File: src/rtl/encoder_pkg.sv
// encoder_pkg: shared definitions for the quadrature encoder interface.
//   - AB_* : filtered {A,B} pin states
//   - step_e : per-cycle decode result (none / increment / decrement / illegal)
//   - *_DEF : default widths for counter, filter and period timer
//   - decode_step() : classifies a transition from the previous to the current AB state
package encoder_pkg;

  localparam int unsigned CNT_W_DEF  = 32;
  localparam int unsigned FILT_W_DEF = 8;
  localparam int unsigned PER_W_DEF  = 24;

  localparam logic [1:0] AB_00 = 2'b00;
  localparam logic [1:0] AB_01 = 2'b01;
  localparam logic [1:0] AB_10 = 2'b10;
  localparam logic [1:0] AB_11 = 2'b11;

  typedef enum logic [1:0] {
    STEP_NONE,
    STEP_INC,
    STEP_DEC,
    STEP_ILLEGAL
  } step_e;

  // Successor of an AB state in the incrementing direction: 00->10->11->01->00.
  function automatic logic [1:0] next_inc(input logic [1:0] ab);
    logic [1:0] nxt;
    case (ab)
      AB_00:   nxt = AB_10;
      AB_10:   nxt = AB_11;
      AB_11:   nxt = AB_01;
      default: nxt = AB_00;
    endcase
    return nxt;
  endfunction

  function automatic step_e decode_step(input logic [1:0] prev_ab, input logic [1:0] cur_ab);
    step_e s;
    if (cur_ab == prev_ab) begin
      s = STEP_NONE;
    end else if ((cur_ab ^ prev_ab) == 2'b11) begin
      s = STEP_ILLEGAL;
    end else if (cur_ab == next_inc(prev_ab)) begin
      s = STEP_INC;
    end else begin
      s = STEP_DEC;
    end
    return s;
  endfunction

endpackage

File: src/rtl/encoder_filter.sv
// encoder_filter: two-flop synchroniser followed by a stability filter for one encoder pin.
// A new synchronised level is accepted once it has differed from the filtered output on
// filt_len+1 consecutive clocks; shorter pulses are discarded.
// Ports:
//   clk, rst_n : fabric clock, asynchronous active-low reset
//   pin        : raw asynchronous pin
//   filt_len   : hold length in cycles (0 = accept after one cycle)
//   filtered   : synchronised, filtered pin level
module encoder_filter
  import encoder_pkg::*;
#(
  parameter int unsigned FILT_W = FILT_W_DEF
) (
  input  logic              clk,
  input  logic              rst_n,
  input  logic              pin,
  input  logic [FILT_W-1:0] filt_len,
  output logic              filtered
);

  logic              sync1_q, sync2_q;
  logic              filt_q, filt_d;
  logic [FILT_W-1:0] cnt_q, cnt_d;

  always_comb begin
    filt_d = filt_q;
    cnt_d  = '0;
    if (sync2_q != filt_q) begin
      if (cnt_q == filt_len) begin
        filt_d = sync2_q;
      end else begin
        cnt_d = cnt_q + FILT_W'(1);
      end
    end
  end

  always_ff @(posedge clk or negedge rst_n) begin
    if (!rst_n) begin
      sync1_q <= 1'b0;
      sync2_q <= 1'b0;
      filt_q  <= 1'b0;
      cnt_q   <= '0;
    end else begin
      sync1_q <= pin;
      sync2_q <= sync1_q;
      filt_q  <= filt_d;
      cnt_q   <= cnt_d;
    end
  end

  assign filtered = filt_q;

endmodule

File: src/rtl/encoder_qep.sv
// encoder_qep: quadrature encoder interface with x4 decoding, index handling and step-period
// measurement.
// Ports:
//   clk, rst_n   : fabric clock, asynchronous active-low reset
//   a, b, z      : raw encoder pins
//   filt_len     : glitch filter hold length for all pins
//   ppr_bits     : log2 of counts per revolution, sets the position wrap point
//   err_clr      : pulse to clear err_illegal
//   counter      : free-running step count (wraps)
//   position     : single-revolution position, all ones until the first index
//   pos_valid    : set by the first index rise
//   dir          : direction of the last step (1 = increment)
//   index_latch  : counter value captured at the index rise
//   index_cnt    : number of index rises seen
//   step_period  : clocks between the last two steps, all ones when stopped/unknown
//   err_illegal  : sticky flag for a transition where A and B changed together
module encoder_qep
  import encoder_pkg::*;
#(
  parameter int unsigned CNT_W  = CNT_W_DEF,
  parameter int unsigned FILT_W = FILT_W_DEF,
  parameter int unsigned PER_W  = PER_W_DEF
) (
  input  logic              clk,
  input  logic              rst_n,
  input  logic              a,
  input  logic              b,
  input  logic              z,
  input  logic [FILT_W-1:0] filt_len,
  input  logic [5:0]        ppr_bits,
  input  logic              err_clr,
  output logic [CNT_W-1:0]  counter,
  output logic [CNT_W-1:0]  position,
  output logic              pos_valid,
  output logic              dir,
  output logic [CNT_W-1:0]  index_latch,
  output logic [15:0]       index_cnt,
  output logic [PER_W-1:0]  step_period,
  output logic              err_illegal
);

  logic             a_f, b_f, z_f;
  logic [1:0]       prev_ab_q;
  logic             z_prev_q;
  step_e            step;
  logic             step_inc, step_dec, step_any, z_rise;
  logic [5:0]       ppr_eff;
  logic [CNT_W-1:0] pos_max;

  logic [CNT_W-1:0] counter_q, counter_d;
  logic [CNT_W-1:0] position_q, position_d;
  logic             pos_valid_q, pos_valid_d;
  logic             dir_q, dir_d;
  logic [CNT_W-1:0] index_latch_q, index_latch_d;
  logic [15:0]      index_cnt_q, index_cnt_d;
  logic [PER_W-1:0] period_q, period_d;
  logic [PER_W-1:0] timer_q, timer_d;
  logic             err_q, err_d;

  encoder_filter #(.FILT_W(FILT_W)) u_filt_a (
    .clk      (clk),
    .rst_n    (rst_n),
    .pin      (a),
    .filt_len (filt_len),
    .filtered (a_f)
  );

  encoder_filter #(.FILT_W(FILT_W)) u_filt_b (
    .clk      (clk),
    .rst_n    (rst_n),
    .pin      (b),
    .filt_len (filt_len),
    .filtered (b_f)
  );

  encoder_filter #(.FILT_W(FILT_W)) u_filt_z (
    .clk      (clk),
    .rst_n    (rst_n),
    .pin      (z),
    .filt_len (filt_len),
    .filtered (z_f)
  );

  // Decode is combinational so the step lands on the edge right after the filter moves.
  assign step     = decode_step(prev_ab_q, {a_f, b_f});
  assign step_inc = (step == STEP_INC);
  assign step_dec = (step == STEP_DEC);
  assign step_any = step_inc | step_dec;
  assign z_rise   = z_f & ~z_prev_q;

  // Wrap point; recomputed every cycle so a ppr_bits change applies from the next step.
  assign ppr_eff = (ppr_bits == 6'd0) ? 6'd1 : ppr_bits;
  always_comb begin
    if (32'(ppr_bits) >= CNT_W) begin
      pos_max = '1;
    end else begin
      pos_max = (CNT_W'(1) << ppr_eff) - CNT_W'(1);
    end
  end

  always_comb begin
    counter_d     = counter_q;
    dir_d         = dir_q;
    position_d    = position_q;
    pos_valid_d   = pos_valid_q;
    index_latch_d = index_latch_q;
    index_cnt_d   = index_cnt_q;

    if (step_inc) begin
      counter_d = counter_q + CNT_W'(1);
      dir_d     = 1'b1;
    end else if (step_dec) begin
      counter_d = counter_q - CNT_W'(1);
      dir_d     = 1'b0;
    end

    // Index overrides any simultaneous position step.
    if (z_rise) begin
      position_d    = '0;
      pos_valid_d   = 1'b1;
      index_latch_d = counter_q;
      index_cnt_d   = index_cnt_q + 16'd1;
    end else if (pos_valid_q) begin
      if (step_inc) begin
        position_d = (position_q >= pos_max) ? '0 : position_q + CNT_W'(1);
      end else if (step_dec) begin
        position_d = (position_q == '0) ? pos_max : position_q - CNT_W'(1);
      end
    end
  end

  always_comb begin
    timer_d  = (timer_q == '1) ? timer_q : timer_q + PER_W'(1);
    period_d = period_q;
    if (step_any) begin
      period_d = timer_q;
      timer_d  = PER_W'(1);
    end else if (timer_q == '1) begin
      period_d = '1;
    end
  end

  // Set has priority over clear.
  always_comb begin
    err_d = err_q;
    if (err_clr) begin
      err_d = 1'b0;
    end
    if (step == STEP_ILLEGAL) begin
      err_d = 1'b1;
    end
  end

  always_ff @(posedge clk or negedge rst_n) begin
    if (!rst_n) begin
      prev_ab_q     <= AB_00;
      z_prev_q      <= 1'b0;
      counter_q     <= '0;
      position_q    <= '1;
      pos_valid_q   <= 1'b0;
      dir_q         <= 1'b0;
      index_latch_q <= '0;
      index_cnt_q   <= '0;
      period_q      <= '1;
      timer_q       <= '0;
      err_q         <= 1'b0;
    end else begin
      prev_ab_q     <= {a_f, b_f};
      z_prev_q      <= z_f;
      counter_q     <= counter_d;
      position_q    <= position_d;
      pos_valid_q   <= pos_valid_d;
      dir_q         <= dir_d;
      index_latch_q <= index_latch_d;
      index_cnt_q   <= index_cnt_d;
      period_q      <= period_d;
      timer_q       <= timer_d;
      err_q         <= err_d;
    end
  end

  assign counter     = counter_q;
  assign position    = position_q;
  assign pos_valid   = pos_valid_q;
  assign dir         = dir_q;
  assign index_latch = index_latch_q;
  assign index_cnt   = index_cnt_q;
  assign step_period = period_q;
  assign err_illegal = err_q;

endmodule

File: config.mk
export PLATFORM = sky130hd
export DESIGN_NAME = encoder_qep
export DESIGN_NICKNAME = d
export VERILOG_FILES = /design/src/rtl/encoder_pkg.sv /design/src/rtl/encoder_filter.sv /design/src/rtl/encoder_qep.sv
export SDC_FILE = /design/constraint.sdc
export NUM_CORES = 1
export LEC_CHECK = 0
export CORE_MARGIN = 4
export CORE_UTILIZATION = 40
export CTS_CLUSTER_DIAMETER = 150
export DETAILED_ROUTE_END_ITERATION = 12
export GPL_ROUTABILITY_DRIVEN = 0
export MAX_ROUTING_LAYER = met4
export PLACE_DENSITY = 0.63
export REMOVE_ABC_BUFFERS = 1
export SLEW_MARGIN = 15
export SYNTH_ARGS = -nofsm -noshare
export SYNTH_HDL_FRONTEND = slang
export SYNTH_HIERARCHICAL = 1
export SYNTH_SLANG_ARGS = --single-unit
File: constraint.sdc
create_clock -name clk -period 7.96 [get_ports clk]
set_clock_uncertainty 0.05 [all_clocks]
set_input_delay 1.592 -clock clk [delete_from_list [all_inputs] [get_ports clk]]
set_output_delay 1.592 -clock clk [all_outputs]
set_load 0.01 [all_outputs]
# == After elaboration in Yosys (flattened, before gate mapping) ==
# Index checks and enable logic that the tools add are counted.
# totals
reg_bits,199
inputBits,20
output_inout_bits,139
wordCells,98
# op_classes
n_addsub,10
magnitude_cmp,2
n_eq_ne,16
n_shift,1
muxes,30
bitwise,4
n_reduce_logical,12
# op_table
op,count
2-to-1 mux 32 bit,9
2-to-1 mux 24 bit,4
adder 32 x 1 -> 32 bit (second input constant),2
subtractor 32 x 1 -> 32 bit (second input constant),2
2-to-1 mux 8 bit,6
greater-or-equal comparator 32 bit,1
zero test 32 bit,1
left shift 1 x 6 -> 32 bit (first input constant),1
subtractor 32 x 2 -> 32 bit (second input constant),1
adder 24 x 1 -> 24 bit (second input constant),1
adder 8 x 1 -> 8 bit (second input constant),3
== test 24 bit (second input constant),1
== test 8 bit,3
adder 16 x 1 -> 16 bit (second input constant),1
== test 2 bit (second input constant),5
2-to-1 mux 2 bit,5
AND reduction 2 bit,4
nonzero test 2 bit,4
greater-or-equal comparator 6 bit (second input constant),1
zero test 6 bit,1
2-to-1 mux 6 bit,1
one-hot mux 2 bit (3 select lines),1
== test 2 bit,2
2-to-1 mux 1 bit,4
other kinds (9),11

# == Depth between registers and ports, before layout ==
# depth
depth_word,13
ltp_mapped,21

# == Hierarchy ==
# The synthesis kept the hierarchy.
# by_module_without_submodules
mod,n_inst,cells_per_inst,area_each_um2,seq_area_each_um2
encoder_qep,1,1304,11320.9,4224.1
encoder_filter,3,47,523.0,275.3

# == Worst setup path after synthesis ==
# No wires, ideal clock.
# synth_timing
path_type,input to register
start,input port ppr_bits[4]
end,"register position_q[5], in the netlist position[5]"
setup_ns,0.073
t_arrival_ns,5.367
path_slack_ns,2.470
stages,19
n_path_buf,2
path_cell_list,or2_2 clkbuf_1 inv_1 nand2_1 ha_1 o21a_1 or4_1 nand2_1 a221oi_1 ha_1 a21o_1 a211o_1 a21oi_1 nor2_1 o31ai_1 o21ai_1 clkbuf_1 o31a_1 o2bb2ai_1
# synth_via
elab_chain_len,10
elab_cells_between_ends,13
classes_between,add/sub (1); order compare (2); shift (1); mux (8); reduce/logical (1)
# synth_rtl
item,line_no,source
from (decl),encoder_qep.sv:30,"input logic [5:0] ppr_bits,"
zero test 6 bit,encoder_qep.sv:92,assign ppr_eff = (ppr_bits == 6'd0) ? 6'd1 : ppr_bits;
2-to-1 mux 6 bit,encoder_qep.sv:92,
left shift 1 x 6 -> 32 bit,encoder_qep.sv:97,pos_max = (CNT_W'(1) << ppr_eff) - CNT_W'(1);
subtractor 32 x 2 -> 32 bit,encoder_qep.sv:97,
2-to-1 mux 32 bit (*),encoder_qep.sv:94,if (32'(ppr_bits) >= CNT_W) begin
greater-or-equal comparator 32 bit or 2-to-1 mux 32 bit (tied branches),"encoder_qep.sv:125, encoder_qep.sv:127",
2-to-1 mux 32 bit (on tied branches),"encoder_qep.sv:125, encoder_qep.sv:126",
2-to-1 mux 32 bit (*),encoder_qep.sv:124,if (step_inc) begin
2-to-1 mux 32 bit (*),encoder_qep.sv:123,end else if (pos_valid_q) begin
2-to-1 mux 32 bit (*),encoder_qep.sv:118,if (z_rise) begin
to (signal assigned),encoder_qep.sv:171,position_q <= position_d;
to (decl),encoder_qep.sv:51,"logic [CNT_W-1:0] position_q, position_d;"
# Every way passes the cells marked *; elsewhere a longest branch is shown, timed or not. The select of a mux whose other input is x is not followed.
# A chain may end at the register's enable or synchronous reset.

# == Worst setup path after layout ==
# layout_timing
start,input port ppr_bits[5]
end,"register position_q[15], in the netlist position[15]"
# Same word-level chain as after synthesis.

==> flow_metrics.env <==
export IMPL_status="complete, no violations"
export IMPL_grt_overflow_total=0
export IMPL_cts_tree="built"
export IMPL_crit_fanout=25
export IMPL_coreArea_sq_mm=0.0316
export IMPL_fp_dieH_um=188
export IMPL_crit_buf_inv=3
export IMPL_maxSlewHeadroom_pct=14.5
export IMPL_ant_nets=0
export IMPL_synth_warnings=6
export IMPL_drv_cap=0
export IMPL_port_buffers=158
export IMPL_clock_sinks=199
export IMPL_io_pins=159
export IMPL_crit_required_ns=8.30
export IMPL_worstSetupPathType="input port to flop"
export IMPL_met2_length_um=15700
export IMPL_yosys_area_share_simple_pct=20.9
export IMPL_rsz0062_at_grt="false"
export IMPL_critPathCaptureType="flop"
export IMPL_nets=1658
export IMPL_die_area_sq_mm=0.0352
export IMPL_period_needed_ns=6.59
export IMPL_synth_cell_types=79
export IMPL_drc_errors=0
export IMPL_fillers=3022
export IMPL_yosys_area_share_adder_pct=7.24
export IMPL_setup_viol=0
export IMPL_synth_top_family_by_area="simple AND/OR/NAND/NOR gates"
export IMPL_clk_path_buf_depth=2
export IMPL_htree_levels=4
export IMPL_startpoint_type="input port"
export IMPL_slowest_delay_ns=0.63
export IMPL_drtPass1Iterations=5
export IMPL_max_freq_mhz=152
export IMPL_clockRootBuffer="clkbuf_16"
export IMPL_crit_arrival_ns=6.93
export IMPL_wl_met3_um=1970
export IMPL_drive_above_1_share_pct=10.7
export IMPL_synth_cells=1445
export IMPL_clock_latency_ns=0.45
export IMPL_async_reset_ff_share_pct=100
export IMPL_hpwl_um=24200
export IMPL_routed_top_layer="met4"
export IMPL_synth_area_sq_mm=0.0129
export IMPL_post_route_period_util_pct=82.8
export IMPL_yosysSeqAreaShare_pct=39.2
export IMPL_tightest_slew_ns=1.28
export IMPL_rows=65
export IMPL_cts_resized_gates=0
export IMPL_fp_dieW_um=188
export IMPL_clkTransAtPathRegs_ns=0.07
export IMPL_antenna_found_initial=0
export IMPL_critical_path_top_delay_family="compound AO/OA/AOI/OAI gates"
export IMPL_met1_length_um=16400
export IMPL_synth_edff_count=0
export IMPL_fin_area_sq_mm=0.0154
export IMPL_wl_per_cell_um=17.6
export IMPL_grt_max_degree=89
export IMPL_final_cell_mix="nand2_1, clkdlybuf4s50_1, nor2_1"
export IMPL_cellPowerDensity_mw_per_mm2=364
export IMPL_yosys_top_cells_area="dfrtp_1, dfstp_2, ha_1, xnor2_1, nand2_1"
export IMPL_place_ws_ns=1.10
export IMPL_area_growth_syn_to_layout_pct=19.6
export IMPL_synth_xor_area_share_pct=9.72
export IMPL_grt_pass1_wl_um=58100
export IMPL_hold_violations=0
export IMPL_path_cells="clkdlybuf4s50_1 > buf_4 > or2_2 > inv_1 > nand2_1 > ha_1 > o21a_1 > or4_1 > nand2_1 > a221oi_1 > ha_1 > a21o_1 > a211o_1 > a21oi_1 > nor2_1 > o31ai_1 > o21ai_2 > o41ai_2 > a22o_1"
export IMPL_tns_ns=0
export IMPL_total_leakage_power_nw=6.58
export IMPL_ys_flop_type="dfrtp_1"
export IMPL_cts_setup_buffers=0
export IMPL_synth_area_mux_share_pct=3.13
export IMPL_synth_compound_area_share_pct=16.5
export IMPL_place_area_sq_mm=0.0148
export IMPL_ys_ff_latch=199
export IMPL_worst_ir_drop_vdd_mv=0.200
export IMPL_num_antenna_cells=0
export IMPL_cpMaxStageDelayCell="o31ai_1"
export IMPL_initial_core_util_pct=40.7
export IMPL_layout_commonest_cell="nand2_1"
export IMPL_drtIter0Drc=930
export IMPL_vias=11100
export IMPL_wl_um=34800
export IMPL_synth_top_area_share_pct=27.8
export IMPL_hp_class="flop to flop"
export IMPL_yosysTopAreaCell="dfrtp_1"
export IMPL_grt_pass1_vias=11100
export IMPL_syn_avg_cell_area_sq_um=8.92
export IMPL_viasPerCell=5.62
export IMPL_power_total_mw=5.61
export IMPL_grt_total_usage_pct=20.4
export IMPL_drv_slew=0
export IMPL_holdBufCountCts=0
export IMPL_cts_made_buffers=17
export IMPL_setup_ws_ns=1.37
## area by class of cell
class | count | area [sq um] | area share [%]
multi-input combinational | 1141 | 7470 | 48.5
sequential | 199 | 5050 | 32.7
timing repair buffer | 173 | 1700 | 11.0
tap | 402 | 503 | 3.26
clock buffer | 18 | 429 | 2.78
clock inverter | 14 | 146 | 0.949
inverter | 32 | 120 | 0.779
## per-layer routing
layer | GRT usage (%) | vias up
li1 | - | 5351
met1 | 28.1 | 5384
met2 | 30.8 | 332
met3 | 3.78 | 57
met4 | 6.38 | 0
met5 | - | -
## final timing paths
check | from | depth (start not counted) | endpoint | slack [ns]
setup reg to reg | u_filt_b/filtered | 17 | counter[28] | 2.18
hold / removal | u_filt_a/sync1_q | 0 | u_filt_a/sync2_q | 0.30
setup / recovery | ppr_bits[5] | 19 | position[15] | 1.37
hold reg to reg | u_filt_a/sync1_q | 0 | u_filt_a/sync2_q | 0.30
min in group asynchronous | rst_n | 1 | err_illegal | 1.16
max in group asynchronous | rst_n | 2 | timer_q[15] | 5.50
## registers in the layout, summed over array words and instances (netlist names), 2 cells and up
signal,count
u_filt_a/cnt_q,8
u_filt_z/cnt_q,8
index_latch,32
prev_ab_q,2
u_filt_b/cnt_q,8
step_period,24
counter,32
index_cnt,16
timer_q,24
position,32
## cells by family after synthesis
| kind of cell | after synthesis |
|---|---|
| flip-flops | 199 |
| other | 1 |
| adder cells (fa/ha/maj) | 74 |
| multiplexers | 36 |
| buffers and inverters | 106 |
| AND/OR/NAND/NOR | 559 |
| AO/OA/AOI/OAI | 327 |
| XOR/XNOR | 143 |
## worst reg2reg max path: cells and delay by family, from the launching register on
family / cells / cell delay (ns)
AND/OR/NAND/NOR: 2 / 0.56
adder cells (fa/ha/maj): 2 / 0.71
XOR/XNOR: 2 / 0.50
flip-flops: 1 / 0.45
multiplexers: 1 / 0.26
buffers and inverters: 4 / 1.32
AO/OA/AOI/OAI: 6 / 1.81
## through the flow
| stage | std cells | hold WS, ns | util [%] |
|---|---|---|---|
| floorplan | 1372 | 0.281 | - |
| global placement | 1947 | 0.283 | 46.9 |
| detailed placement | 1947 | 0.287 | 46.9 |
| CTS | 1979 | 0.304 | 48.7 |
| global route | 1979 | 0.317 | 48.7 |
| finish | 1979 | 0.303 | 48.7 |
## synth_stat cells, types with 37 or more instances
library cell	instances
a21oi_1	64
xor2_1	60
o21ai_0	94
clkbuf_1	60
nand3_1	50
nand2_1	185
dfrtp_1	143
nor2_1	150
xnor2_1	83
ha_1	73
dfstp_2	56
a21o_1	37
## power by group
group	leakage [nW]	internal (mW)	switching [mW]
Sequential	2.43	1.35	0.392
Combinational	3.89	1.42	1.58
Clock	0.271	0.441	0.428
Total	6.58	3.21	2.40
(Power assumes the default switching activity.)
